File: src/rtl/imem_pkg.sv
// imem_pkg: shared loader state, error codes and instruction memory size
package imem_pkg;
  localparam int IMEM_BYTES = 256;
  typedef enum logic [2:0] {IDLE, LEN_HI, LEN_LO, DATA, CSUM, DONE, ERR} state_t;
  localparam logic [1:0] ERR_NONE = 2'b00;
  localparam logic [1:0] ERR_LEN  = 2'b01;
  localparam logic [1:0] ERR_CSUM = 2'b10;
endpackage

File: src/rtl/loader_csum.sv
// loader_csum: 8-bit running payload sum; zero flags that sum plus the incoming byte wraps to 0
module loader_csum (
  input  logic       clk,
  input  logic       rst,
  input  logic       clr,
  input  logic       en,
  input  logic [7:0] d,
  output logic [7:0] sum,
  output logic       zero
);
  always_ff @(posedge clk or posedge rst)
    if (rst) sum <= '0;
    else if (clr) sum <= '0;
    else if (en) sum <= sum + d;
  assign zero = (sum + d) == 8'd0;
endmodule

File: src/rtl/imem_loader.sv
// imem_loader: parses length/payload/checksum frames into instruction memory byte writes
module imem_loader import imem_pkg::*; #(
  parameter int MEM_BYTES = IMEM_BYTES,
  parameter int LEN_W     = 16
) (
  input  logic             clk,
  input  logic             rst,
  input  logic             start,
  input  logic             in_valid,
  input  logic [7:0]       in_data,
  output logic             in_ready,
  output logic             wr_en,
  output logic [31:0]      wr_addr,
  output logic [7:0]       wr_data,
  output logic             cpu_hold,
  output logic             done,
  output logic             err,
  output logic [1:0]       err_code,
  output logic [LEN_W-1:0] loaded_bytes
);
  state_t state;
  logic [LEN_W-1:0] len, cnt, len_n;
  logic [7:0] sum;
  logic xfer, restart, sum_ok;
  assign in_ready = state inside {LEN_HI, LEN_LO, DATA, CSUM};
  assign cpu_hold = in_ready;
  assign xfer = in_valid & in_ready;
  assign restart = start & (state inside {IDLE, DONE, ERR});
  assign len_n = {len[LEN_W-1:8], in_data};
  loader_csum u_csum (
    .clk (clk),
    .rst (rst),
    .clr (restart),
    .en  (xfer && state == DATA),
    .d   (in_data),
    .sum (sum),
    .zero(sum_ok)
  );
  always_ff @(posedge clk or posedge rst)
    if (rst) begin
      state        <= IDLE;
      len          <= '0;
      cnt          <= '0;
      wr_en        <= 1'b0;
      wr_addr      <= '0;
      wr_data      <= '0;
      done         <= 1'b0;
      err          <= 1'b0;
      err_code     <= ERR_NONE;
      loaded_bytes <= '0;
    end else begin
      wr_en <= 1'b0;
      case (state)
        IDLE, DONE, ERR:
          if (start) begin
            state        <= LEN_HI;
            cnt          <= '0;
            done         <= 1'b0;
            err          <= 1'b0;
            err_code     <= ERR_NONE;
            loaded_bytes <= '0;
          end
        LEN_HI:
          if (xfer) begin
            len[LEN_W-1:8] <= in_data;
            state          <= LEN_LO;
          end
        LEN_LO:
          if (xfer) begin
            len <= len_n;
            if (len_n > LEN_W'(MEM_BYTES)) begin
              state    <= ERR;
              err      <= 1'b1;
              err_code <= ERR_LEN;
            end else state <= len_n == '0 ? CSUM : DATA;
          end
        DATA:
          if (xfer) begin
            wr_en        <= 1'b1;
            wr_addr      <= 32'(cnt);
            wr_data      <= in_data;
            cnt          <= cnt + LEN_W'(1);
            loaded_bytes <= cnt + LEN_W'(1);
            if (cnt == len - LEN_W'(1)) state <= CSUM;
          end
        CSUM:
          if (xfer) begin
            state    <= sum_ok ? DONE : ERR;
            done     <= sum_ok;
            err      <= !sum_ok;
            err_code <= sum_ok ? ERR_NONE : ERR_CSUM;
          end
        default: state <= IDLE;
      endcase
    end
  logic unused;
  assign unused = ^sum;
endmodule

File: config.mk
export PLATFORM = sky130hd
export DESIGN_NAME = imem_loader
export DESIGN_NICKNAME = d
export VERILOG_FILES = /design/src/rtl/imem_pkg.sv /design/src/rtl/loader_csum.sv /design/src/rtl/imem_loader.sv
export SDC_FILE = /design/constraint.sdc
export NUM_CORES = 1
export LEC_CHECK = 0
export BUFFER_PORTS_ARGS = -buffer_cell sky130_fd_sc_hd__clkbuf_2
export CAP_MARGIN = 20
export CORE_MARGIN = 3
export CORE_UTILIZATION = 58
export CTS_BUF_LIST = sky130_fd_sc_hd__clkbuf_2
export CTS_CLUSTER_DIAMETER = 80
export CTS_CLUSTER_SIZE = 30
export DETAILED_ROUTE_END_ITERATION = 12
export PLACE_DENSITY = 0.83
export SYNTH_ARGS = -nofsm -noshare
export SYNTH_HDL_FRONTEND = slang
export SYNTH_SLANG_ARGS = --single-unit
File: constraint.sdc
create_clock -name clk -period 3.4 [get_ports clk]
set_clock_uncertainty 0.05 [all_clocks]
set_input_delay 0.34 -clock clk [delete_from_list [all_inputs] [get_ports clk]]
set_output_delay 0.34 -clock clk [all_outputs]
set_load 0.005 [all_outputs]
# Word level (Yosys, flattened, before mapping)
# Index checks and enable logic that the tools add are counted.
[classes]
n_reduce_logical = 19
bitwise = 3
muxes = 32
n_lt_le_gt_ge = 1
n_eq_ne = 14
add_sub_neg = 3
[ops]
columns = ["cell", "n"]
rows = [
  ["16-bit two-way mux", 2],
  ["16-bit one-hot mux with 2 select lines", 1],
  ["3-bit two-way mux", 8],
  ["8-bit two-way mux", 3],
  ["16-bit by 1-bit adder with 16-bit output (second input constant)", 1],
  ["16-bit == test", 1],
  ["16-bit by 9-bit greater-than comparator with 1-bit output (second input constant)", 1],
  ["16-bit logical NOT", 1],
  ["8-bit one-hot mux with 2 select lines", 1],
  ["16-bit by 1-bit subtractor with 16-bit output (second input constant)", 1],
  ["3-bit one-hot mux with 5 select lines", 1],
  ["2-bit two-way mux", 6],
  ["2-bit inequality test (second input constant)", 5],
  ["3-bit == test (second input constant)", 3],
  ["3-bit AND reduction", 3],
  ["8-bit adder", 1],
  ["8-bit logical NOT", 1],
  ["1-bit two-way mux", 7],
  ["3-bit by 2-bit == test with 1-bit output (second input constant)", 2],
  ["2-bit one-hot mux with 3 select lines", 1],
  ["6-bit AND reduction", 1],
  ["2-bit nonzero test", 3],
  ["3-bit nonzero test", 2],
  ["5-bit AND reduction", 1],
  ["other kinds (12)", 15],
]
[totals]
word_cells = 83
output_inout_bits = 63
input_bits = 12
register_bits = 72

# Longest topological paths before layout
# Gate-level depths: netlist of run 1.
[logic_depth]
word_depth = 6
ltp_mapped = 9
mapped_depth_nobuf = 9

# Cells and area by module
# Synthesis of run 1 repeated with hierarchy kept, for this count alone.
[unflattened]
hier_cells = 477
hier_area_um2 = 4285.4
[by_module_without_submodules]
columns = ["mod", "cells_per_inst", "seq_area_each_um2", "n_inst", "area_per_inst_um2"]
rows = [
  ["imem_loader", 407, 1601.5, 1, 3637.2],
  ["loader_csum", 70, 200.2, 1, 648.1],
]

# Least setup slack after synthesis of run 1
# No wires, ideal clock.
[synth_timing]
path_type = "reg-to-reg"
from = "register len[0]"
to = "register state[1]"
path_buffers = 0
slack_ps = 619
setup_time_ps = 124
arrival_ps = 2607
period_less_slack_ps = 2781
path_stages_with_launch = 10
required_time_ps = 3226
cell_sequence = "dfrtp_1 -> inv_1 -> ha_1 -> or3b_2 -> o41ai_2 -> o21ai_1 -> or4b_1 -> nor4_2 -> a21oi_1 -> a211o_1"
[synth_via]
elab_chain_cells = 4
[synth_lines]
columns = ["element", "line", "rtl"]
rows = [
  ["from (decl)", "imem_loader.sv:22", "logic [LEN_W-1:0] len, cnt, len_n;"],
  ["from (signal, indexed assignment)", "imem_loader.sv:65", "len[LEN_W-1:8] <= in_data;"],
  ["from (signal assigned)", "imem_loader.sv:70", "len <= len_n;"],
  ["16-bit by 1-bit subtractor with 16-bit output", "imem_loader.sv:84", "if (cnt == len - LEN_W'(1)) state <= CSUM;"],
  ["16-bit == test", "imem_loader.sv:84", ""],
  ["2-bit by 1-bit inequality test with 1-bit output (no line)", "-", ""],
  ["6-bit AND reduction (no line)", "-", ""],
  ["to (signal assigned)", "imem_loader.sv:75", "end else state <= len_n == '0 ? CSUM : DATA;"],
  ["to (signal assigned)", "imem_loader.sv:88", "state <= sum_ok ? DONE : ERR;"],
  ["to (decl)", "imem_loader.sv:21", "state_t state;"],
]
# Every way passes these cells.
# A chain may end at the register's enable or synchronous reset.

# Final worst setup path of run 1
# Ends and elaborated chain as after synthesis.

==> summary.md, run 1 <==
| Metric | Value |
|---|---|
| HP Class | `input pin to async pin` |
| Fin crit share | `0.911` |
| Critical Path RT | `3.74 ns` |
| Drt initial violations | `232` |
| Most frequent cells in the layout | `nand2_1 (105), dfrtp_1 (72), clkbuf_2 (68), nor2_1 (25), xor2_1 (23)` |
| Post-synth EDFFs | `0` |
| Hold Slack | `0.00132 ns` |
| Synth Area in Adders | `0.0347` |
| Final std cells w/o fill | `599` |
| Pre-CTS WS | `0.236 ns` |
| Largest net degree at the start of global routing | `73` |
| First-pass DRT Iterations | `4` |
| Crit. End Element | `flop` |
| Leakage power | `2.20 nW` |
| Core region area | `6830 µm²` |
| Final slew viol count | `0` |
| RSZ-0062 raised after global routing | `no` |
| Initial antenna violation count | `0` |
| Slowest-stage cell, CP | `or3b_2` |
| Buffers on Ports | `58` |
| Setup crit start kind | `flop` |
| Synth unique cells | `61` |
| Worst-path cell chain | `inv_1 > ha_1 > or3b_2 > o41ai_2 > o21ai_1 > or4b_1 > nor4_2 > a21oi_1 > a211o_1` |
| Clock Tree Root | `clkbuf_2` |
| Area growth syn-to-layout | `8.92%` |
| Reg-to-reg slack, setup | `0.30 ns` |
| Ys async rst share | `1.00` |
| Routed Antenna Nets | `0` |
| Final hold violation count | `0` |
| Status | `finished clean` |
| Vias in the first global route | `3121` |
| Remaining DRCs | `0` |
| Crit path buf inv count | `1` |
| Clock-pin slew on the worst setup and hold paths | `0.19 ns` |
| Placed cells | `585` |
| Max layer used | `met4` |
| Pwr dens | `723 nW/µm²` |
| Remaining global-route overflow | `0` |
| Cell Area, Synth | `4110 µm²` |
| Least-Margin Pin Slew | `0.893 ns` |
| Top Family by Delay on Critical Path | `simple AND/OR/NAND/NOR gates` |
| Max_cap viols | `0` |
| Top flip-flop cell by instance count after synthesis | `dfrtp_1` |
| Gpl congestion | `0.903` |
| Gate count after technology mapping | `448` |
| End-of-flow core utilization | `0.655` |
| Most common cell after layout, fill and taps aside | `nand2_1` |
| Rel. slew slack | `0.404` |
| Post-synthesis compound-gate area fraction | `0.114` |
| Max Clk Rate | `0.323 GHz` |
| Crit path time final | `3.10 ns` |
| Layout cells sized above 1 | `0.199` |
| Die span in x | `90.2 µm` |
| CTS buffer count | `9` |
| WL final | `9350 µm` |
| Worst Path Arrival | `3.44 ns` |
| Worst Path Max Fanout | `5` |
| Die area | `8130 µm²` |
| Hpwl dp | `6650 µm` |
| Placed Area | `4400 µm²` |
| Final net count | `523` |
| Total chip power | `3.23 mW` |
| Post-CTS setup repair buffer count | `0` |
| Final TNS setup | `0 ns` |
| H-tree depth | `3` |
| Row count | `30` |
| Number of vias per cell | `5.54` |
| Worst-skew pair later-pin latency | `0.49 ns` |
| Peak VDD IR | `0.401 mV` |
| Total Routing Usage GR | `0.236` |
| Avg Cell Area, Syn | `9.17 µm²` |
| Final WS setup | `0.301 ns` |
| First-pass GRT wire length | `15600 µm` |
| Vias | `3321` |
| IO Pins | `75` |
| Final instance area | `4480 µm²` |
| Seq/Total Area, Yosys | `0.438` |
| WL met1 | `4340 µm` |
| Largest family of logic cells by synthesized area | `simple AND/OR/NAND/NOR gates` |
| Simple logic cell fraction of the synthesized area | `0.211` |
| Final setup fails | `0` |
| Post-synthesis mux area share | `0.0460` |
| XOR/XNOR share of the synthesized area | `0.0938` |
| CTS max path bufs | `2` |
| Initial Util | `0.601` |
| #FFs+latches synth | `72` |
| WL/cell | `15.6 µm` |
| WS Path Type | `flop to flop` |
| CTS tree | `done` |
| CTS sink count | `72` |
| Die height | `90.2 µm` |
| WL met3 | `594 µm` |
| Slowest Stage Delay on Critical Path | `0.52 ns` |
| Yosys Warn Count | `0` |
| ANT cells | `0` |
| WL met2 | `4330 µm` |
[sequential cells by signal (all words and copies together), names as in the netlist]
name / flops
done: 1
err_code: 2
wr_en: 1
wr_data: 8
err: 1
state: 3
len: 16
cnt: 16
u_csum.sum: 8
wr_addr: 16
[power breakdown]
part	switching (mW)	internal [mW]
clock	0.278	0.0821
combinational	0.784	0.667
sequential	0.336	1.09
total	1.40	1.84
[path summary, 6_finish.rpt]
| check | startpoint | endpoint | cells after the start |
|---|---|---|---|
| worst max-delay path | len[0] | state[1] | 9 |
| worst min-delay path | rst | u_csum.sum[6] | 3 |
| worst max register to register | len[0] | state[1] | 9 |
| worst min register to register | wr_addr[4] | wr_addr[4] | 2 |
| max in group asynchronous | rst | len[3] | 3 |
| min in group clk | in_data[2] | wr_data[2] | 3 |
[cell type report]
type	count	area, µm²
Fill cell	586	2360
Multi-Input combinational cell	345	2120
Sequential cell	72	1800
Timing Repair Buffer	64	338
Tap cell	96	120
Clock buffer	10	50.0
Inverter	9	33.8
Clock inverter	3	12.5
[tightest hold or removal path, stage by stage]
cell and delay, ns:
clkbuf_2 0.09, inv_2 0.03, buf_4 0.66
[synth_stat cells, types with 2 or more instances]
library cell | count | area [µm²]
buf_4 | 18 | 135
mux2i_1 | 2 | 20.0
xor2_1 | 23 | 201
o21ai_1 | 5 | 25.0
and3_1 | 4 | 25.0
nor3_1 | 10 | 50.1
or4_1 | 4 | 30.0
nor2_1 | 25 | 93.8
nor2b_1 | 2 | 12.5
o2111ai_1 | 2 | 17.5
nand3_1 | 6 | 30.0
nor4_2 | 2 | 25.0
a21oi_1 | 13 | 65.1
or4_4 | 3 | 33.8
a21boi_0 | 3 | 22.5
a22oi_1 | 2 | 15.0
o31ai_1 | 2 | 15.0
mux2_2 | 14 | 158
a211oi_1 | 2 | 15.0
a211o_1 | 2 | 17.5
nor4_1 | 5 | 31.3
clkbuf_1 | 16 | 60.1
a31oi_1 | 3 | 18.8
nand2_1 | 105 | 394
nand4_1 | 4 | 25.0
o21a_1 | 2 | 15.0
a21o_1 | 3 | 22.5
o21ai_0 | 16 | 80.1
ha_1 | 9 | 113
dfrtp_1 | 72 | 1800
o22ai_1 | 6 | 37.5
or3_1 | 2 | 12.5
o21bai_1 | 2 | 15.0
nand2b_1 | 5 | 31.3
inv_1 | 8 | 30.0
xnor2_1 | 21 | 184
[logic make-up after synthesis]
kind of cell	count (synthesis)
xor gates and xnor gates	44
AOI/OAI and AO/OA	71
other	1
DFF	72
adders and majority gates	11
and+or+nand+nor	186
buffers and inverters	46
muxes	17
[routing by layer]
| layer | up-vias | track usage |
|---|---|---|
| li1 | 1605 | - |
| met1 | 1585 | 0.336 |
| met2 | 122 | 0.368 |
| met3 | 9 | 0.0360 |
| met4 | 0 | 0.0880 |
| met5 | - | 0 |
[what timing repair did]
item,4_1_cts,5_1_grt
gates resized for setup,0,1
hold buffers,1,0
endpoints found under the setup margin,0,1
endpoints found under the hold margin,1,0
(Power assumes the default switching activity.)
==> run 2: changes to the inputs <==
--- a/config.mk
+++ b/config.mk
@@ -13,7 +13,7 @@
 export CTS_CLUSTER_DIAMETER = 80
 export CTS_CLUSTER_SIZE = 30
 export DETAILED_ROUTE_END_ITERATION = 12
-export PLACE_DENSITY = 0.83
+export PLACE_DENSITY_LB_ADDON = 0.25
 export SYNTH_ARGS = -nofsm -noshare
 export SYNTH_HDL_FRONTEND = slang
 export SYNTH_SLANG_ARGS = --single-unit
==> run 2 against run 1 <==
Against the previous run: final cell count increased by 0.50%; clock-buffer cell count grew 2; clock power rose by 49%; die area is the same; flip-flop and latch count stayed put; utilization up 0.97 points; sequential power barely moved; worst setup slack improved by 0.074 ns; fmax grew 2.5%; global-route usage increased by 1.2 points; worst hold slack gained 0.012 ns; first-iteration DRC count fell by 14%; largest power group unchanged.
==> summary.md, run 2 (synthesized netlist as in run 1, its figures left out) <==
| Metric | Value |
|---|---|
| Die span in x | `90.2 µm (unchanged)` |
| Slowest-stage cell, CP | `or3b_2` |
| Max_cap viols | `0 (unchanged)` |
| Slowest Stage Delay on Critical Path | `0.51 ns (about the same)` |
| Worst Path Max Fanout | `5 (unchanged)` |
| Routed Antenna Nets | `0 (unchanged)` |
| Peak VDD IR | `0.452 mV (+13%)` |
| Clock Tree Root | `clkbuf_2` |
| Final net count | `523 (unchanged)` |
| Row count | `30 (unchanged)` |
| Max Clk Rate | `0.331 GHz (+2.5%)` |
| Buffers on Ports | `58 (unchanged)` |
| Drt initial violations | `200 (-14%)` |
| Setup crit start kind | `flop` |
| CTS sink count | `72 (unchanged)` |
| WL final | `9700 µm (+3.7%)` |
| IO Pins | `75 (unchanged)` |
| Crit path time final | `3.02 ns (-0.0742 ns)` |
| Remaining global-route overflow | `0 (unchanged)` |
| Die height | `90.2 µm (unchanged)` |
| Fin crit share | `0.889 (-0.0218)` |
| CTS tree | `done` |
| H-tree depth | `3 (unchanged)` |
| Number of vias per cell | `5.48 (-1.2%)` |
| Least-Margin Pin Slew | `0.918 ns (+0.0249 ns)` |
| CTS buffer count | `9 (unchanged)` |
| Rel. slew slack | `0.388 (-0.0166)` |
| Gpl congestion | `0.940 (+4.1%)` |
| Total Routing Usage GR | `0.248 (+0.0117)` |
| Post-CTS setup repair buffer count | `0 (unchanged)` |
| First-pass GRT wire length | `16100 µm (+3.2%)` |
| Crit. End Element | `flop` |
| Core region area | `6830 µm² (unchanged)` |
| First-pass DRT Iterations | `4 (unchanged)` |
| Largest net degree at the start of global routing | `73 (unchanged)` |
| Initial antenna violation count | `0 (unchanged)` |
| Initial Util | `0.601 (unchanged)` |
| CTS max path bufs | `2 (unchanged)` |
| Most common cell after layout, fill and taps aside | `nand2_1` |
| Status | `finished clean` |
| Vias in the first global route | `3152 (+0.99%)` |
| ANT cells | `0 (unchanged)` |
| Worst-path cell chain | `inv_1 > ha_1 > or3b_2 > o41ai_2 > o21ai_1 > or4b_1 > nor4_2 > a21oi_1 > a211o_1` |
| Critical Path RT | `3.75 ns (about the same)` |
| Die area | `8130 µm² (unchanged)` |
| Layout cells sized above 1 | `0.206 (+0.00673)` |
| WL/cell | `16.1 µm (+3.2%)` |
| Hpwl dp | `6880 µm (+3.4%)` |
| Pwr dens | `755 nW/µm² (+4.5%)` |
| Remaining DRCs | `0 (unchanged)` |
| Final setup fails | `0 (unchanged)` |
| Worst-skew pair later-pin latency | `0.50 ns (about the same)` |
| RSZ-0062 raised after global routing | `no` |
| Final hold violation count | `0 (unchanged)` |
| Worst Path Arrival | `3.37 ns (-0.07 ns)` |
| End-of-flow core utilization | `0.665 (+0.00971)` |
| Most frequent cells in the layout | `nand2_1 (105), dfrtp_1 (72), clkbuf_2 (70), nor2_1 (25), xor2_1 (23)` |
| WS Path Type | `flop to flop` |
| Clock-pin slew on the worst setup and hold paths | `0.19 ns (about the same)` |
| Final slew viol count | `0 (unchanged)` |
| Vias | `3299 (-0.66%)` |
| HP Class | `input pin to async pin` |
| Leakage power | `2.23 nW (+1.6%)` |
| Top Registers | `cnt: 16 flops, len: 16 flops, wr_addr: 16 flops` |
| Area growth syn-to-layout | `10.5%` |
| Total chip power | `3.43 mW (+6.0%)` |
| Final TNS setup | `0 ns (unchanged)` |
[run 2: changes by cell type in the layout (fill, tap and decap cells not counted)]
cell       change
clkbuf_2       +2
bufinv_16      +2
clkinv_1       -1
[run 2: repair_timing]
item	in CTS	in global routing
hold buffers	0	1
endpoints found under the setup margin	0	2
resized for setup	0	1
endpoints found under the hold margin	0	1
[run 2: final timing paths]
check	cells after the start	slack, ns	to	from
max	9	0.38	state[1]	len[0]
min	3	0.01	wr_addr[1]	rst
max reg2reg	9	0.38	state[1]	len[0]
min reg2reg	2	0.45	wr_data[1]	wr_data[1]
max in group asynchronous	3	2.67	cnt[9]	rst
min in group clk	3	0.06	wr_data[5]	in_data[5]
[run 2: worst max-delay path: cells and delay by family (launching register included)]
kind / cells / cell delay, ns
simple gates: 3 / 1.30
buf+inv: 1 / 0.09
compound gates: 4 / 0.81
fa+ha+maj: 1 / 0.23
flops: 1 / 0.46
[run 2: metrics by stage]
step	hold slack, ns	setup WS, ns	area [µm²]	cells
final	0.0136	0.376	4540	602
after global routing	0.0246	0.206	4540	602
after CTS	0.00344	0.285	4530	601
after detailed placement	0.412	0.331	4400	585
after global placement	0.407	0.408	4400	585
after floorplan	0.395	0.619	4170	463
[run 2: area by class of cell]
class | count | area [µm²]
fill | 594 | 2290
timing repair buffer | 64 | 338
clock buffer | 12 | 60.1
tap | 96 | 120
multi-input combinational | 345 | 2120
clock inverter | 4 | 68.8
inverter | 9 | 33.8
sequential | 72 | 1800
[run 2: report_power, final]
group,switching (mW),internal (mW)
Combinational,0.786,0.667
Sequential,0.351,1.09
Clock,0.288,0.250
[run 2: routing by layer]
layer  part of all wire  vias to the layer above  global-route usage  routed length [µm]
met5                  0                        -                   0                   0
met4             0.0076                        0              0.0714                  74
met3              0.048                       10              0.0485                 464
met2               0.47                       95               0.391                4600
met1               0.47                     1581               0.350                4560
li1                   -                     1613                   -                   -
